===== src/rtl/fp_cvt.sv =====
// fp_cvt: 12-bit two's-complement integer to 8-bit floating-point code.
//
// Output code value = (-1)^S * F * 2^E, rounded to nearest (round half up
// on the first discarded bit), saturating at E=7, F=15. The conversion is
// purely combinational and is captured in the output register every clock.
//
// Ports:
//   clk  in   1   rising-edge clock
//   rst  in   1   synchronous active-high reset, clears S/E/F
//   D    in   12  two's-complement integer, -2048..2047
//   S    out  1   sign, registered
//   E    out  3   exponent 0..7, registered
//   F    out  4   significand 0..15, registered
module fp_cvt (
    input  logic        clk,
    input  logic        rst,
    input  logic [11:0] D,
    output logic        S,
    output logic [2:0]  E,
    output logic [3:0]  F
);

    // Magnitude of the input. -2048 has no 11-bit magnitude and clamps to
    // 2047, which then saturates to the largest code.
    function automatic logic [10:0] magnitude(input logic signed [11:0] d);
        logic [11:0] neg;
        neg = 12'(~d + 12'sd1);
        if (!d[11])
            return d[10:0];
        else if (d == -12'sd2048)
            return 11'h7FF;
        else
            return neg[10:0];
    endfunction

    // Pre-round exponent: position of the leading one minus 3, so that the
    // leading one lands in F0[3]. Values below 16 keep E0=0 and are exact.
    function automatic logic [2:0] lead_exp(input logic [10:0] m);
        logic [2:0] e0;
        e0 = 3'd0;
        for (int i = 4; i <= 10; i++) begin
            if (m[i])
                e0 = 3'(i - 3);
        end
        return e0;
    endfunction

    // Round on the first discarded bit; a carry out of the significand
    // renormalises to 1000 with E+1, or saturates at the top exponent.
    function automatic logic [6:0] round_fp(input logic [10:0] m,
                                            input logic [2:0]  e0);
        logic [10:0] sh;
        logic [3:0]  f0;
        logic [3:0]  rpos;
        logic        r;
        logic [2:0]  e;
        logic [3:0]  f;
        sh   = m >> e0;
        f0   = sh[3:0];
        rpos = {1'b0, e0} - 4'd1;
        r    = (e0 != 3'd0) ? m[rpos] : 1'b0;
        e    = e0;
        f    = f0;
        if (r) begin
            if (f0 != 4'd15) begin
                f = f0 + 4'd1;
            end else if (e0 != 3'd7) begin
                f = 4'b1000;
                e = e0 + 3'd1;
            end else begin
                f = 4'd15;
                e = 3'd7;
            end
        end
        return {e, f};
    endfunction

    logic        s_p0;
    logic [10:0] mag_p0;
    logic [2:0]  e0_p0;
    logic [6:0]  ef_p0;

    logic        s_p1;
    logic [2:0]  e_p1;
    logic [3:0]  f_p1;

    // Stage p0: combinational conversion of the sampled input.
    always_comb begin
        s_p0   = D[11];
        mag_p0 = magnitude($signed(D));
        e0_p0  = lead_exp(mag_p0);
        ef_p0  = round_fp(mag_p0, e0_p0);
    end

    // Stage p1: output register.
    always_ff @(posedge clk) begin
        if (rst) begin
            s_p1 <= 1'b0;
            e_p1 <= 3'd0;
            f_p1 <= 4'd0;
        end else begin
            s_p1 <= s_p0;
            e_p1 <= ef_p0[6:4];
            f_p1 <= ef_p0[3:0];
        end
    end

    assign S = s_p1;
    assign E = e_p1;
    assign F = f_p1;

endmodule


===== config.mk =====
export PLATFORM = sky130hd
export DESIGN_NAME = fp_cvt
export DESIGN_NICKNAME = d
export VERILOG_FILES = /design/src/rtl/fp_cvt.sv
export SDC_FILE = /design/constraint.sdc
export NUM_CORES = 1
export LEC_CHECK = 0
export ABC_AREA = 0
export CAP_MARGIN = 10
export CORE_ASPECT_RATIO = 0.5
export CORE_MARGIN = 5
export CORE_UTILIZATION = 45
export CTS_BUF_LIST = sky130_fd_sc_hd__clkbuf_2 sky130_fd_sc_hd__clkbuf_4 sky130_fd_sc_hd__clkbuf_8
export DETAILED_ROUTE_END_ITERATION = 6
export HOLD_SLACK_MARGIN = 0.12
export PLACE_DENSITY = 0.71
export SYNTH_ARGS = -nofsm -noshare
export SYNTH_HDL_FRONTEND = slang
export SYNTH_SLANG_ARGS = --single-unit

===== constraint.sdc =====
create_clock -name clk -period 4.3 [get_ports clk]
set_input_delay 0.86 -clock clk [delete_from_list [all_inputs] [get_ports clk]]
set_output_delay 0.86 -clock clk [all_outputs]
set_load 0.005 [all_outputs]

==> run_results.csv <==
group,metric,value,unit
run_status,outcome,"finished, final reports clean",
yosys,synth.ff_latch_count,8,
grt,gr-usage-all-layers,0.2219,
critical_path,cpMostUsedCell,"buf_4",
yosys,synth_top_family_by_area,"compound AO/OA/AOI/OAI gates",
clock_tree,cts_num_sinks,8,
yosys,synth_fa_ha_area_frac,0.04198,
layout,fin_area,2390,µm²
yosys,yosys_most_used_dff,"dfxtp_1",
pwr,seq_power_share,0.160,
route,ant_nets,0,
layout,final_cell_count_no_fill,326,
yosys,muxShareOfSynthArea,0.06633,
critical_path,slowest_delay,0.54,ns
critical_path,crit_arrival,4.31,ns
min_path,hold_path.class,"input port to flop",
place,placed_cells,317,
floorplan,fp-row-count,14,
clock_tree,cts_buffers,3,
pwr,p_switching,0.2100,mW
timing,fin_tns_setup,0,ns
clock_tree,cts_tree,"yes",
route,drtIter0Drc,106,
timing,worst_slew_pin_slew,0.4554,ns
route,firstDrtPassIters,4,
yosys,syn_area,1490,µm²
yosys,synth-simple-area-share,0.3115,
place,place_area,2220,µm²
floorplan,die_y,50.69,µm
grt,grt_max_degree,13,
route,viasPerCell,5.908,
layout,utilization,0.7752,
timing,finalWorstSetupSlack,0.09597,ns
grt,first_global_vias,1807,
timing,final_max_slew_viol_count,0,
floorplan,dieArea,4632,µm²
layout,synthToLayoutAreaGrowth,60.37,%
yosys,synth_xor_area_frac,0.02939,
yosys,ys_top_cells_by_area,"dfxtp_1 (11%), nor2_1 (5.5%), ha_1 (4.2%)",
critical_path,path_cells,"clkdlybuf4s50_1, buf_4, inv_2, a21o_1, or2_0, a22oi_4, buf_6, buf_4, o21ai_1, nor4_1, a211o_1, ha_2, o211a_1, o211ai_1, buf_4, and2_1, o311a_1",
timing,finalHoldViolCount,0,
pwr,power.internal,0.3425,mW
timing,max_freq,237.9,MHz
layout,multi_input_area,1306,µm²
yosys,async_flop_share,0,
layout,layout-drive-gt1-share,0.3916,
pwr,p_leak,1.113,nW
clock_tree,clk_pin_slew,0.04,ns
grt,antenna_found_initial,0,
yosys,synth_fp_nets,216,
pwr,finalPower,0.5525,mW
layout,antennaDiodeCount,0,
clock_tree,postCtsHoldBufs,0,
floorplan,core,3083,µm²
pwr,p_comb_frac,0.679,
place,hpwlAfterDp,4065,µm
pwr,power_frac_clock,0.162,
clock_tree,root_buffer,"clkbuf_8",
route,wirelength,5185,µm
yosys,netlist_instances,197,
layout,fill_cells,231,
timing,max_slew_margin,0.6940,
yosys,synth_compound_area_frac,0.3846,
route,vias,1926,
yosys,yosysTopAreaCell,"dfxtp_1",
timing,setup_viol,0,
place,port_buffers,21,
route,drc,0,
floorplan,io-pin-count,22,
yosys,syn_avg_cell_area,7.564,µm²
yosys,synth_cell_type_count,68,
layout,layout_common_cells,"buf_4 (69), nor2_1 (21), clkdlybuf4s50_1 (15)",
critical_path,cp-end-kind,"flop",
timing,period_share,0.9777,
critical_path,slowest_stage,"clkdlybuf4s50_1",
timing,min_period,4.204,ns
yosys,synth_edf_count,0,
floorplan,die_x,91.38,µm
layout,nNetsFinal,307,
grt,grt_pass1_wl,8583,µm
pwr,ir_drop,0.2668,mV
timing,whs,1.322,ns
critical_path,path_class,"input port to flop",
job,maxCapViolations,0,
critical_path,start_kind,"input port",
pwr,swShare,0.3801,
place,gp_congestion,0.9096,
floorplan,initial_utilization,0.4834,
place,pre_cts_slack,-0.3429,ns
yosys,yosysSeqAreaShare,0.1075,
route,wl_per_cell,15.90,µm
clock_tree,clock_path_buffers,2,
grt,grt.overflow.total,0,
yosys,synth_top_area_frac,0.1075,
critical_path,cp_max_fo,5,
pwr,p_per_area,231.2,nW/µm²
layout,layout.area.seq,160.2,µm²
critical_path,required,4.41,ns
clock_tree,h-tree-depth,1,
yosys,ys_warn_count,0,
layout,layout_commonest_cell,"buf_4",
cells by family after synthesis:
kind of cell / Yosys count
multiplexers: 9
adder cells (fa/ha/maj): 5
AND/OR/NAND/NOR: 82
buffers and inverters: 19
XOR/XNOR: 5
flip-flops: 8
AO/OA/AOI/OAI: 69
metal layers:
metal  up-vias  part of all wire  GRT usage
met4         0             0.023    0.08537
met3        16             0.055    0.01642
li1        933                 -          -
met2        73              0.47     0.3824
met5         -                 0          0
met1       904              0.45     0.2914
worst paths after layout:
| kind | from | endpoint | slack [ns] | depth (start not counted) |
|---|---|---|---|---|
| setup / recovery | D[11] | F[1] | 0.1 | 17 |
| hold / removal | rst | S | 1.32 | 2 |
critical path: cells and delay by family:
kind                     cells  cell delay, ns
adder cells (fa/ha/maj)      1            0.19
AO/OA/AOI/OAI                7            1.34
AND/OR/NAND/NOR              3            0.73
buffers and inverters        6            1.21
cells in the mapped netlist (all sizes together) (2+ instances only):
master	number
nor2	23
a21oi	13
nand2	13
inv	11
nand3	11
dfxtp	8
nor3	7
o21ai	7
and3	6
buf	6
a31oi	5
ha	5
mux2i	5
a211o	4
a211oi	4
a21o	4
mux2	4
o211ai	4
or3	4
xor2	4
a22oi	3
and2	3
nor4	3
o311a	3
o31ai	3
or2	3
a22o	2
a41oi	2
clkbuf	2
nand2b	2
nor2b	2
o22a	2
o22ai	2
area by class of cell:
type / instances / share of cell area
well taps: 40 / 0.02094
clock buffers: 3 / 0.01728
inverters: 11 / 0.01728
flip-flops and latches: 8 / 0.06702
multi-input cells: 170 / 0.5466
repair buffers: 94 / 0.3309
timing repair:
item,4_1_cts,5_1_grt
endpoints found under the hold margin,0,0
resized for setup,4,19
pin swaps,1,10
setup buffers,1,4
gates cloned,0,1
endpoints found under the setup margin,6,7
registers in the layout, indices dropped and copies added, names as in the netlist:
signal,flops
E,3
F,4
S,1
power groups by stage:
stage                     Combinational (mW)  Sequential [mW]  Clock (mW)
after floorplan                        0.178           0.0916           0
after global placement                 0.334           0.0896           0
after detailed placement               0.342           0.0897           0
after CTS                              0.349           0.0885      0.0913
after global routing                   0.405           0.0895       0.100
final                                  0.375           0.0882      0.0893
No activity file was read; power rests on OpenSTA's default activity.
